==> config.mk <==
export PLATFORM = sky130hd
export DESIGN_NAME = mem_stack_queue_flat
export DESIGN_NICKNAME = d
export VERILOG_FILES = /design/src/rtl/mem_stack_queue_if.sv /design/src/rtl/mem_stack_queue.sv /design/src/flat_wrapper.sv
export SDC_FILE = /design/constraint.sdc
export NUM_CORES = 1
export LEC_CHECK = 0
export BUFFER_PORTS_ARGS = -buffer_cell sky130_fd_sc_hd__buf_4
export CAP_MARGIN = 25
export CORE_ASPECT_RATIO = 2
export CORE_MARGIN = 4
export CORE_UTILIZATION = 45
export DETAILED_ROUTE_END_ITERATION = 16
export MAX_ROUTING_LAYER = met4
export RECOVER_POWER = 25
export SLEW_MARGIN = 20
export SYNTH_ARGS = -nofsm -noshare
export SYNTH_HDL_FRONTEND = slang
export SYNTH_SLANG_ARGS = --single-unit
export TNS_END_PERCENT = 10
==> constraint.sdc <==
create_clock -name clk -period 5.4 [get_ports clk]
set_input_delay 1.08 -clock clk [delete_from_list [all_inputs] [get_ports clk]]
set_output_delay 1.08 -clock clk [all_outputs]
set_load 0.05 [all_outputs]
==> src/rtl/mem_stack_queue_if.sv <==
// Bus bundle for mem_stack_queue: push/pop requests in, pointers/status/read data out.
interface mem_stack_queue_if #(
   parameter int unsigned DATA_W = 8,
   parameter int unsigned ADDR_W = 6
);
   logic              mode;
   logic              en_up;
   logic              en_down;
   logic [ADDR_W-1:0] up_addr;
   logic [ADDR_W-1:0] down_addr;
   logic [DATA_W-1:0] rom_out;
   logic [DATA_W-1:0] ram_out;
   logic [DATA_W-1:0] sum_out;
   logic              sum_ovf;
   logic              rd_valid;
   logic              we_reg;
   logic              full;
   logic              empty;
   logic [ADDR_W:0]   count;

   modport master (
      output mode, en_up, en_down,
      input  up_addr, down_addr, rom_out, ram_out, sum_out, sum_ovf,
             rd_valid, we_reg, full, empty, count
   );

   modport slave (
      input  mode, en_up, en_down,
      output up_addr, down_addr, rom_out, ram_out, sum_out, sum_ovf,
             rd_valid, we_reg, full, empty, count
   );
endinterface

==> src/rtl/mem_stack_queue.sv <==
// mem_stack_queue: RAM filled from a computed ROM through a write pointer and
// drained as a FIFO (read pointer) or LIFO (write pointer counts back down).
// Each popped word is added to ROM(read address) and registered with a carry.
// Optional macro SUM_SAT_EN: saturate sum_out to all ones on carry.
module mem_stack_queue #(
   parameter int unsigned DATA_W = 8,
   parameter int unsigned ADDR_W = 6
) (
   input  logic               clk,
   input  logic               rst_n,
   mem_stack_queue_if.slave   bus
);
   localparam int unsigned DEPTH = 1 << ADDR_W;

   logic [ADDR_W-1:0] r_up_addr;
   logic [ADDR_W-1:0] r_rd_ptr;
   logic [ADDR_W:0]   r_count;
   logic              r_mode_q;
   logic              r_we_reg;
   logic [DATA_W-1:0] r_mem [DEPTH];
   logic [DATA_W-1:0] r_ram_out;
   logic [DATA_W-1:0] r_sum_out;
   logic              r_sum_ovf;
   logic              r_rd_valid;

   logic              w_full;
   logic              w_empty;
   logic              w_pop;
   logic              w_push;
   logic [ADDR_W-1:0] w_down_addr;
   logic [DATA_W-1:0] w_rd_word;
   logic [DATA_W:0]   w_sum_ext;
   logic [DATA_W-1:0] w_sum;

   // ROM(a) = 3a + 1 modulo 2^DATA_W
   function automatic logic [DATA_W-1:0] rom_f(input logic [ADDR_W-1:0] a);
      logic [DATA_W-1:0] v;
      v = DATA_W'(a);
      return (v << 1) + v + DATA_W'(1);
   endfunction

   assign w_full      = (r_count == (ADDR_W+1)'(DEPTH));
   assign w_empty     = (r_count == '0);
   assign w_down_addr = r_mode_q ? (r_up_addr - ADDR_W'(1)) : r_rd_ptr;
   // In stack mode a pop wins over a simultaneous push
   assign w_pop       = bus.en_down && !w_empty;
   assign w_push      = bus.en_up && !w_full && !(r_mode_q && w_pop);

   assign w_rd_word   = r_mem[w_down_addr];
   assign w_sum_ext   = {1'b0, w_rd_word} + {1'b0, rom_f(w_down_addr)};
`ifdef SUM_SAT_EN
   assign w_sum       = w_sum_ext[DATA_W] ? '1 : w_sum_ext[DATA_W-1:0];
`else
   assign w_sum       = w_sum_ext[DATA_W-1:0];
`endif

   // Pointers, occupancy and mode latch
   always_ff @(posedge clk or negedge rst_n) begin
      if (!rst_n) begin
         r_up_addr <= '0;
         r_rd_ptr  <= '0;
         r_count   <= '0;
         r_mode_q  <= 1'b0;
         r_we_reg  <= 1'b0;
      end else begin
         if (w_empty) r_mode_q <= bus.mode;
         if (r_mode_q) begin
            if (w_pop)       r_up_addr <= r_up_addr - ADDR_W'(1);
            else if (w_push) r_up_addr <= r_up_addr + ADDR_W'(1);
         end else begin
            if (w_push) r_up_addr <= r_up_addr + ADDR_W'(1);
            if (w_pop)  r_rd_ptr  <= r_rd_ptr + ADDR_W'(1);
         end
         if (w_push && !w_pop)      r_count <= r_count + (ADDR_W+1)'(1);
         else if (w_pop && !w_push) r_count <= r_count - (ADDR_W+1)'(1);
         r_we_reg <= w_push;
      end
   end

   // Storage array, not reset; only written entries are ever read
   always_ff @(posedge clk) begin
      if (w_push) r_mem[r_up_addr] <= rom_f(r_up_addr);
   end

   // Registered read word, sum and carry
   always_ff @(posedge clk or negedge rst_n) begin
      if (!rst_n) begin
         r_ram_out  <= '0;
         r_sum_out  <= '0;
         r_sum_ovf  <= 1'b0;
         r_rd_valid <= 1'b0;
      end else begin
         r_rd_valid <= w_pop;
         if (w_pop) begin
            r_ram_out <= w_rd_word;
            r_sum_out <= w_sum;
            r_sum_ovf <= w_sum_ext[DATA_W];
         end
      end
   end

   assign bus.up_addr   = r_up_addr;
   assign bus.down_addr = w_down_addr;
   assign bus.rom_out   = rom_f(r_up_addr);
   assign bus.ram_out   = r_ram_out;
   assign bus.sum_out   = r_sum_out;
   assign bus.sum_ovf   = r_sum_ovf;
   assign bus.rd_valid  = r_rd_valid;
   assign bus.we_reg    = r_we_reg;
   assign bus.full      = w_full;
   assign bus.empty     = w_empty;
   assign bus.count     = r_count;
endmodule
==> src/flat_wrapper.sv <==
// flat-port wrapper written by rule: the top's interface ports become plain ports
module mem_stack_queue_flat 
#(
   parameter int unsigned DATA_W = 8,
   parameter int unsigned ADDR_W = 6
)
  (clk, rst_n, bus_mode, bus_en_up, bus_en_down, bus_up_addr, bus_down_addr, bus_rom_out, bus_ram_out, bus_sum_out, bus_sum_ovf, bus_rd_valid, bus_we_reg, bus_full, bus_empty, bus_count);
  mem_stack_queue_if #(.DATA_W(DATA_W), .ADDR_W(ADDR_W)) bus_i ();
  input  logic clk;
  input  logic rst_n;
  input wire logic [$bits(bus_i.mode)-1:0] bus_mode;
  input wire logic [$bits(bus_i.en_up)-1:0] bus_en_up;
  input wire logic [$bits(bus_i.en_down)-1:0] bus_en_down;
  output wire logic [$bits(bus_i.up_addr)-1:0] bus_up_addr;
  output wire logic [$bits(bus_i.down_addr)-1:0] bus_down_addr;
  output wire logic [$bits(bus_i.rom_out)-1:0] bus_rom_out;
  output wire logic [$bits(bus_i.ram_out)-1:0] bus_ram_out;
  output wire logic [$bits(bus_i.sum_out)-1:0] bus_sum_out;
  output wire logic [$bits(bus_i.sum_ovf)-1:0] bus_sum_ovf;
  output wire logic [$bits(bus_i.rd_valid)-1:0] bus_rd_valid;
  output wire logic [$bits(bus_i.we_reg)-1:0] bus_we_reg;
  output wire logic [$bits(bus_i.full)-1:0] bus_full;
  output wire logic [$bits(bus_i.empty)-1:0] bus_empty;
  output wire logic [$bits(bus_i.count)-1:0] bus_count;
  assign bus_i.mode = bus_mode;
  assign bus_i.en_up = bus_en_up;
  assign bus_i.en_down = bus_en_down;
  assign bus_up_addr = bus_i.up_addr;
  assign bus_down_addr = bus_i.down_addr;
  assign bus_rom_out = bus_i.rom_out;
  assign bus_ram_out = bus_i.ram_out;
  assign bus_sum_out = bus_i.sum_out;
  assign bus_sum_ovf = bus_i.sum_ovf;
  assign bus_rd_valid = bus_i.rd_valid;
  assign bus_we_reg = bus_i.we_reg;
  assign bus_full = bus_i.full;
  assign bus_empty = bus_i.empty;
  assign bus_count = bus_i.count;
  mem_stack_queue #(.DATA_W(DATA_W), .ADDR_W(ADDR_W)) u_core (.clk(clk), .rst_n(rst_n), .bus(bus_i));
endmodule
==> impl_metrics.py, run 1 <==
metrics = {
    "yosys": {
        "synth_cell_type_count": 54,
        "synth_nets": 1624,
        "ys.warnings.count": 0,
        "synth_top_flop_cell": "edfxtp_1",
        "syn_area_per_cell_um2": 14.8,
        "seq_area_frac_synth_pct": 70.1,
        "syn_inst": 1577,
        "number_of_synthesized_flops_with_an_enable_pin": 512,
        "postSynth.asyncResetShare_pct": 7.08,
        "netlist_area_um2": 23300,
        "synth_seq_cells": 551,
    },
    "worst_setup_path": {
        "cpPeakStageDelay_ps": 750,
        "path_class": "reg -> reg",
        "crit_path_cell_trace": "nand2b_4 -> buf_12 -> and3_1 -> a211oi_1 -> or4_1 -> a22oi_1 -> and4_1 -> fa_1 -> ha_1 -> inv_1 -> fa_1 -> inv_1 -> a21oi_1 -> o21bai_1 -> a21o_1 -> a21oi_1 -> xor2_1 -> o21ai_0",
        "crit_slowest_cell": "dfrtp_1",
        "cp.arrival_ps": 5630,
        "cp_endpoint_kind": "register",
        "worst_path_max_fanout": 109,
        "crit_path_start_kind": "register",
        "critical_path_required_ps": 5810,
    },
    "finish": {
        "area_growth_syn_to_layout_pct": 12.9,
        "drive_gt1_share_pct": 13.4,
        "antenna_cells_inserted": 0,
        "finish.net_count": 1687,
        "largest_register_ff_count": 512,
        "largest-register": "u_core.r_mem",
        "final_core_util_pct": 51.5,
        "non_filler_cells_in_the_finished_layout": 2329,
    },
    "route": {
        "avgRoutedWirePerCell_um": 28.6,
        "drt_wl_total_um": 66500,
        "drt_iter0_markers": 1489,
        "vias": 14400,
        "vias_per_cell": 6.17,
        "ant_nets": 0,
        "drc": 0,
        "detail_route.first_pass.iterations": 6,
    },
    "place": {
        "buffer_ports.inserted": 52,
        "gpl_congestion": 0.909,
        "detailedPlacementHpwl_um": 43100,
        "numPlacedInstances": 2243,
        "pre_cts_slack_ps": -29.0,
    },
    "cts": {
        "root_buffer": "clkbuf_16",
        "cts-root-to-sink-buffers": 3,
        "cts_tree": "built",
        "clk_transition_reported_paths_ps": 80,
        "number_of_levels_in_the_clock_h_tree": 2,
        "latest_clock_arrival_within_the_worst_skew_pair_ps": 590,
        "numClockSinks": 551,
        "cts_made_buffers": 45,
    },
    "grt": {
        "grt_usage_pct": 24.6,
        "largest_net_degree_at_the_start_of_global_routing": 111,
        "antenna_found_initial": 0,
        "first_pass_grt_wire_length_um": 98500,
        "grt_overflow_total": 0,
        "grt_pass1_vias": 14700,
    },
    "timing": {
        "maxSlewViolCount": 211,
        "max_slew.worst_pin.slew_ps": 3010,
        "relSlewSlack_pct": -101,
        "finalCritPeriodShare_pct": 96.7,
        "layout_skew_ps": 19.8,
        "final-setup-viol-count": 0,
        "fmax_mhz": 192,
        "rsz0062_at_grt": "false",
        "finalWorstPathRequiredPeriod_ps": 5220,
        "setup_slack_ps": 179,
        "hold_viol_final": 0,
        "final.setup.tns_ps": 0,
    },
    "floorplan": {
        "initial_utilization_pct": 45.6,
        "die_w_um": 169,
        "design.portCount": 53,
        "fp.dieArea_um2": 55700,
        "fp.dieH_um": 330,
        "floorplan.rows": 117,
        "coreArea_um2": 51100,
    },
    "run_status": {
        "violations_in_the_final_reports": "max-capacitance violations, max-slew violations",
        "run_status": "complete, but fails checks",
    },
    "min_path": {
        "hold_path_class": "reg -> reg",
    },
    "flow_run": {
        "max_cap_violations": 4,
    },
}
## placed cells by master, fill, tap and decap left out, types with 5 or more instances in the layout
cell type,synthesis,layout
o22ai_1,11,11
clkinv_2,0,12
fa_1,8,8
a211oi_1,223,223
a22oi_1,24,22
clkinv_1,2,10
ha_1,34,33
dfrtp_1,39,38
edfxtp_1,512,512
clkbuf_1,59,44
and4_1,7,6
buf_12,0,17
buf_4,13,72
nor2_1,73,73
or4_1,52,52
xnor2_1,21,18
nand2_1,50,49
and3_1,221,221
nand2b_1,8,6
mux4_2,7,7
mux2_2,30,30
bufinv_16,0,6
nor3_1,11,5
o21bai_1,5,5
clkbuf_16,0,47
inv_1,25,23
a21o_1,7,7
xor2_1,7,7
and2_1,6,6
a21oi_1,15,15
o21ai_0,22,21
## timing repair
item / CTS / global route
pin swaps: 0 / 1
resized for setup: 2 / 12
hold endpoints to repair: 0 / 0
endpoints found under the setup margin: 3 / 3
buffers inserted: 0 / 4
hold buffers: 0 / 0
## metrics by stage
step / hold slack (ps) / area, um2
2_1_floorplan: 438 / 23400
3_3_place_gp: 456 / 24900
3_5_place_dp: 456 / 24900
4_1_cts: 470 / 26400
5_1_grt: 483 / 26300
6_report: 470 / 26300
## critical path: cells and delay by family (launching register included)
family	cells	cell delay, ps
buf+inv	3	500
flops	1	750
xor+xnor	1	150
simple gates	4	1560
fa+ha+maj	3	900
compound gates	7	1140
## cells in the mapped netlist, types with 21 or more instances
library cell / number / area, um2
and3_1: 221 / 1380
a22oi_1: 24 / 180
a211oi_1: 223 / 1670
mux2_2: 30 / 338
nand2_1: 50 / 188
buf_2: 38 / 190
xnor2_1: 21 / 184
ha_1: 34 / 425
clkbuf_1: 59 / 221
or4_1: 52 / 390
o21ai_0: 22 / 110
inv_1: 25 / 93.8
nor2_1: 73 / 274
edfxtp_1: 512 / 15400
dfrtp_1: 39 / 976
## worst paths after layout
check,startpoint,endpoint,slack (ps),cells past startpoint
max,u_core.r_mode_q,u_core.bus.sum_out[7],180,18
min,u_core.r_rd_ptr[5],u_core.r_rd_ptr[5],470,1
max reg2reg,u_core.r_mode_q,u_core.bus.sum_out[7],180,18
min reg2reg,u_core.r_rd_ptr[5],u_core.r_rd_ptr[5],470,1
max in group asynchronous,rst_n,u_core.bus.up_addr[0],2810,1
min in group asynchronous,rst_n,u_core.bus.up_addr[5],1160,1
## layer usage
| metal | track usage (%) | up-vias | wire, um |
|---|---|---|---|
| li1 | - | 6376 | - |
| met1 | 27.6 | 7292 | 23900 |
| met5 | - | - | 0 |
| met4 | 13.4 | 0 | 4390 |
| met2 | 42.6 | 528 | 35200 |
| met3 | 2.74 | 164 | 3060 |
## cell families (layout without fill, tap and decap cells)
logic type | count (synthesis) | count (layout) | share of synthesized area [%]
AO/OA/AOI/OAI | 327 | 327 | 10.2
adder cells (fa/ha/maj) | 42 | 42 | 2.51
buffers and inverters | 141 | 239 | 2.75
multiplexers | 42 | 42 | 2.36
XOR/XNOR | 29 | 29 | 1.12
flip-flops | 551 | 551 | 70.1
AND/OR/NAND/NOR | 445 | 445 | 10.9
## cell type report
type | instances | area [um2]
inverters | 28 | 110
clock buffers | 53 | 1200
clock inverters | 29 | 293
well taps | 654 | 818
repair buffers | 129 | 1050
multi-input cells | 885 | 6490
flip-flops and latches | 551 | 16400
fillers | 4238 | 24800
Power of run 1 is left out: the tool's default activity adds up to more than one toggle a clock period on the data nets, which glitch-free logic cannot reach.
==> run 2: changes to the inputs <==
--- a/config.mk
+++ b/config.mk
@@ -10,6 +10,7 @@
 export CORE_ASPECT_RATIO = 2
 export CORE_MARGIN = 4
-export CORE_UTILIZATION = 45
+export CORE_UTILIZATION = 31
 export DETAILED_ROUTE_END_ITERATION = 16
+export GPL_ROUTABILITY_DRIVEN = 1
 export MAX_ROUTING_LAYER = met4
 export RECOVER_POWER = 25
==> constraint.sdc (replaced) <==
create_clock -name clk -period 5.4 [get_ports clk]
set_input_delay 0.81 -clock clk [delete_from_list [all_inputs] [get_ports clk]]
set_output_delay 0.81 -clock clk [all_outputs]
set_load 0.05 [all_outputs]
==> run 2 against run 1 <==
Effect of this change:
- the run still ends with max-capacitance violations, max-slew violations left
- highest routed layer unchanged
- hold slack gained 15 ps
- design area grew 0.76%
- register-to-register slack gained 30 ps
- critical path depth grew 3
- clock skew grew 12 ps
- first-iteration DRC count shrank 27%
- die area grew 43%
- global-route usage shrank 8.0 points
- flip-flop and latch count is the same
- count of clock-buffer cells in the layout shrank 1
- final cell count grew 15%
==> impl_metrics.py, run 2 (synthesis results as in run 1) <==
metrics = {
    "timing": {
        "setup_slack_ps": 211,
        "final-setup-viol-count": 0,
        "relSlewSlack_pct": -85.2,
        "final.setup.tns_ps": 0,
        "finalWorstPathRequiredPeriod_ps": 5190,
        "rsz0062_at_grt": "false",
        "hold_viol_final": 0,
        "fmax_mhz": 193,
        "maxSlewViolCount": 140,
        "layout_skew_ps": 31.8,
        "max_slew.worst_pin.slew_ps": 2780,
        "finalCritPeriodShare_pct": 96.1,
    },
    "route": {
        "avgRoutedWirePerCell_um": 24.9,
        "detail_route.first_pass.iterations": 5,
        "vias": 14300,
        "drc": 0,
        "drt_wl_total_um": 66400,
        "ant_nets": 0,
        "drt_iter0_markers": 1089,
        "vias_per_cell": 5.35,
    },
    "worst_setup_path": {
        "ff2ff_path_depth": 21,
        "crit_slowest_cell": "or4_1",
        "crit_path_start_kind": "register",
        "cp.arrival_ps": 5640,
        "crit_path_cell_trace": "inv_1 -> ha_4 -> nand2b_4 -> buf_12 -> buf_12 -> and3_1 -> a211oi_1 -> or4_1 -> a22oi_2 -> and4_1 -> fa_1 -> ha_1 -> inv_1 -> fa_1 -> inv_1 -> a21oi_1 -> o21bai_1 -> a21o_1 -> a21oi_1 -> xor2_1 -> o21ai_0",
        "worst_path_max_fanout": 56,
        "reg2reg_to": "u_core.bus.sum_out[7]",
        "rrSetupSlack_ps": 210,
        "critical_path.n_buffers_inverters": 5,
        "cp_endpoint_kind": "register",
        "worst_path_dominant_cell_family": "simple AND/OR/NAND/NOR gates",
        "critPathMostFrequentCell": "inv_1",
        "critical_path_required_ps": 5860,
        "cpPeakStageDelay_ps": 580,
        "worst_r2r_startpoint": "u_core.bus.up_addr[1]",
        "path_class": "reg -> reg",
        "worstSetupPathDepth": 21,
    },
    "floorplan": {
        "die_w_um": 202,
        "fp.dieH_um": 396,
        "floorplan.rows": 142,
        "initial_utilization_pct": 31.2,
        "coreArea_um2": 74800,
        "design.portCount": 53,
        "fp.dieArea_um2": 79900,
    },
    "finish": {
        "largest-register": "u_core.r_mem",
        "drive_gt1_share_pct": 12.3,
        "layout.filler_cells": 7085,
        "largest_register_ff_count": 512,
        "layout_common_cells": "512 x edfxtp_1, 223 x a211oi_1, 221 x and3_1, 73 x nor2_1, 61 x buf_4",
        "area_growth_syn_to_layout_pct": 13.7,
        "finish.net_count": 1674,
        "mostFrequentLayoutCell": "edfxtp_1",
    },
    "min_path": {
        "holdPathEnd": "u_core.bus.sum_out[1]",
        "min_from": "u_core.bus.sum_out[1]",
        "hold_path_class": "reg -> reg",
        "timing.hold.worst_path_depth": 2,
    },
    "cts": {
        "post_cts_hold_buffer_count": 0,
        "number_of_levels_in_the_clock_h_tree": 2,
        "post_cts_setup_inserts": 0,
        "post_cts_resize_count": 0,
        "cts-root-to-sink-buffers": 3,
        "cts_tree": "built",
        "root_buffer": "clkbuf_16",
        "latest_clock_arrival_within_the_worst_skew_pair_ps": 580,
        "cts_made_buffers": 44,
        "numClockSinks": 551,
        "clk_transition_reported_paths_ps": 70,
    },
    "place": {
        "pre_cts_slack_ps": 161,
        "detailedPlacementHpwl_um": 44500,
        "buffer_ports.inserted": 52,
        "gpl_congestion": 0.893,
    },
    "grt": {
        "antenna_found_initial": 1,
        "grt_usage_pct": 16.6,
        "grt_pass1_vias": 14700,
        "grt_overflow_total": 0,
        "first_pass_grt_wire_length_um": 98100,
        "largest_net_degree_at_the_start_of_global_routing": 103,
    },
    "run_status": {
        "run_status": "complete, but fails checks",
        "violations_in_the_final_reports": "max-capacitance violations, max-slew violations",
    },
    "flow_run": {
        "max_cap_violations": 3,
    },
}
## run 2: worst min-delay path: cells and delay by family (launching register included)
family | cells | cell delay (ps)
flops | 1 | 350
simple gates | 2 | 110
## run 2: worst max path at each step
stage / from / end / slack, ps
floorplan: u_core.bus.up_addr[0] / bus_rom_out[3] / -230
global placement: u_core.bus.up_addr[1] / u_core.bus.sum_out[7] / 180
detailed placement: u_core.bus.up_addr[1] / u_core.bus.sum_out[7] / 160
CTS: u_core.bus.up_addr[1] / u_core.bus.sum_out[7] / 180
global route: u_core.bus.up_addr[1] / u_core.bus.sum_ovf / 30
finish: u_core.bus.up_addr[1] / u_core.bus.sum_out[7] / 210
## run 2: per-stage QoR
| stage | utilization [%] | hold WS (ps) | instance area (um2) | instances |
|---|---|---|---|---|
| floorplan | - | 438 | 23400 | 1577 |
| global placement | 33.8 | 460 | 25300 | 2589 |
| detailed placement | 33.8 | 471 | 25300 | 2589 |
| CTS | 35.7 | 211 | 26700 | 2670 |
| global route | 35.4 | 490 | 26500 | 2671 |
| finish | 35.4 | 484 | 26500 | 2671 |
## run 2: area by class of cell
type / count / area, um2 / area share, %
clock buffer: 52 / 1170 / 4.43
sequential: 551 / 16400 / 61.7
multi-input combinational: 885 / 6410 / 24.2
inverter: 28 / 110 / 0.415
antenna: 1 / 2.50 / 0.00944
tap: 1008 / 1260 / 4.76
timing repair buffer: 117 / 945 / 3.56
clock inverter: 29 / 259 / 0.977
## run 2: routing by layer
metal  wire length [um]  GRT usage (%)
met1              23100           17.0
met2              35800           30.3
met3               3080           1.88
met4               4410           9.65
met5                  0              -
Power of run 2 is left out for the same reason.
==> run 3: changes to the inputs <==
REMOVE_ABC_BUFFERS = 1   (was not set)
==> run 3 against run 2 <==
Effect of this change:
- count of clock-buffer cells in the layout is 2 higher
- highest routed layer unchanged
- final cell count is 0.15% lower
- worst setup slack better by 48 ps
- first-iteration DRC count is 5.5% higher
- the run still ends with max-capacitance violations, max-slew violations left
- maximum frequency is 0.94% higher
- wire length is 5.0% higher
- design area is 0.52% lower
- non-clock buffer count is 1 lower
- hold slack worse by 11 ps
- clock skew is 4.8 ps lower
- sequential share of layout area is 0.32 points higher
- global-route usage is 0.86 points higher
==> impl_metrics.py, run 3 (synthesis results as in run 1) <==
metrics = {
    "place": {
        "detailedPlacementHpwl_um": 46600,
        "gpl_congestion": 0.928,
        "numPlacedInstances": 2588,
        "buffer_ports.inserted": 52,
        "pre_cts_slack_ps": 263,
    },
    "cts": {
        "cts_tree": "built",
        "clk_transition_reported_paths_ps": 70,
        "numClockSinks": 551,
        "post_cts_setup_inserts": 0,
        "post_cts_hold_buffer_count": 0,
        "latest_clock_arrival_within_the_worst_skew_pair_ps": 580,
        "cts-root-to-sink-buffers": 3,
        "cts_made_buffers": 44,
        "post_cts_resize_count": 0,
        "root_buffer": "clkbuf_16",
        "number_of_levels_in_the_clock_h_tree": 2,
    },
    "floorplan": {
        "fp.dieH_um": 396,
        "initial_utilization_pct": 31.2,
        "design.portCount": 53,
        "die_w_um": 202,
        "fp.dieArea_um2": 79900,
        "coreArea_um2": 74800,
        "floorplan.rows": 142,
    },
    "route": {
        "drt_iter0_markers": 1149,
        "detail_route.first_pass.iterations": 7,
        "drt_wl_total_um": 69800,
        "vias": 14200,
        "ant_nets": 0,
        "vias_per_cell": 5.33,
        "drc": 0,
        "avgRoutedWirePerCell_um": 26.2,
    },
    "worst_setup_path": {
        "worst_r2r_startpoint": "u_core.bus.up_addr[1]",
        "worstSetupStartpoint": "u_core.bus.up_addr[1]",
        "cp_endpoint_kind": "register",
        "worst_path_dominant_cell_family": "compound AO/OA/AOI/OAI gates",
        "crit_slowest_cell": "or4_1",
        "path_class": "reg -> reg",
        "critical_path_required_ps": 5850,
        "worst_path_max_fanout": 16,
        "rrSetupSlack_ps": 260,
        "crit_path_cell_trace": "inv_1 -> ha_1 -> xnor2_2 -> a32oi_4 -> buf_4 -> buf_4 -> a211oi_1 -> or4_1 -> a22oi_1 -> and4_1 -> fa_1 -> ha_1 -> a21oi_1 -> o21bai_1 -> a21o_1 -> a21oi_1 -> xor2_1 -> o21ai_0",
        "crit_path_start_kind": "register",
        "cp.arrival_ps": 5590,
        "cpPeakStageDelay_ps": 700,
        "ff2ff_path_depth": 18,
        "critical_path.n_buffers_inverters": 3,
        "reg2reg_to": "u_core.bus.sum_out[7]",
    },
    "min_path": {
        "timing.hold.worst_path_depth": 1,
        "min_from": "u_core.r_rd_ptr[5]",
        "holdPathEnd": "u_core.r_rd_ptr[5]",
        "hold_path_class": "reg -> reg",
    },
    "finish": {
        "final_core_util_pct": 35.3,
        "non_filler_cells_in_the_finished_layout": 2667,
        "largest_register_ff_count": 512,
        "sequential_cell_area_um2": 16400,
        "area_growth_syn_to_layout_pct": 13.1,
        "finish.net_count": 1673,
        "drive_gt1_share_pct": 11.7,
        "antenna_cells_inserted": 0,
        "layout_common_cells": "512 x edfxtp_1, 223 x a211oi_1, 221 x and3_1, 73 x nor2_1, 64 x buf_4",
        "multi_input_comb_area_um2": 6370,
        "mostFrequentLayoutCell": "edfxtp_1",
        "layout.filler_cells": 7121,
        "largest-register": "u_core.r_mem",
    },
    "timing": {
        "max_slew.worst_pin.slew_ps": 2790,
        "hold_viol_final": 0,
        "finalWorstPathRequiredPeriod_ps": 5140,
        "maxSlewViolCount": 233,
        "final.setup.tns_ps": 0,
        "relSlewSlack_pct": -85.8,
        "setup_slack_ps": 259,
        "fmax_mhz": 195,
        "layout_skew_ps": 26.9,
        "rsz0062_at_grt": "false",
        "finalCritPeriodShare_pct": 95.2,
        "final-setup-viol-count": 0,
    },
    "flow_run": {
        "max_cap_violations": 6,
    },
    "grt": {
        "grt_pass1_vias": 14700,
        "met1_track_demand_over_resource_pct": 18.4,
        "global_route.usage.met3_pct": 1.55,
        "globalRouteMet2Util_pct": 30.7,
        "first_pass_grt_wire_length_um": 101000,
        "grt_usage_pct": 17.4,
        "grt_most_used_layer": "met2",
        "grt_overflow_total": 0,
        "largest_net_degree_at_the_start_of_global_routing": 116,
        "antenna_found_initial": 0,
    },
    "run_status": {
        "violations_in_the_final_reports": "max-capacitance violations, max-slew violations",
        "run_status": "complete, but fails checks",
    },
}
-- run 3: worst max-delay path by stage --
stage                            endpoint  slack (ps)  cells past startpoint
global placement    u_core.bus.sum_out[7]         390                     17
finish              u_core.bus.sum_out[7]         260                     18
detailed placement  u_core.bus.sum_out[7]         260                     20
global route           u_core.bus.sum_ovf           5                     18
CTS                 u_core.bus.sum_out[7]         240                     20
floorplan           u_core.bus.sum_out[7]       -8430                     21
-- run 3: layer usage --
| layer | vias up | part of all wire, % |
|---|---|---|
| met1 | 7232 | 35 |
| li1 | 6340 | - |
| met2 | 473 | 52 |
| met4 | 0 | 8.5 |
| met3 | 176 | 4.0 |
| met5 | - | 0 |
-- run 3: layout make-up --
| type | instances | area share (%) |
|---|---|---|
| sequential | 551 | 62.0 |
| multi-input combinational | 885 | 24.2 |
| tap | 1008 | 4.78 |
| clock buffer | 54 | 4.44 |
| timing repair buffer | 116 | 3.36 |
| clock inverter | 25 | 0.859 |
| inverter | 28 | 0.399 |
-- run 3: through the flow --
stage               instance area [um2]  hold WS (ps)
finish                            26400           473
global route                      26400           479
CTS                               26500           221
detailed placement                25100           473
global placement                  25100           460
floorplan                         22800           438
Power of run 3 is left out for the same reason.
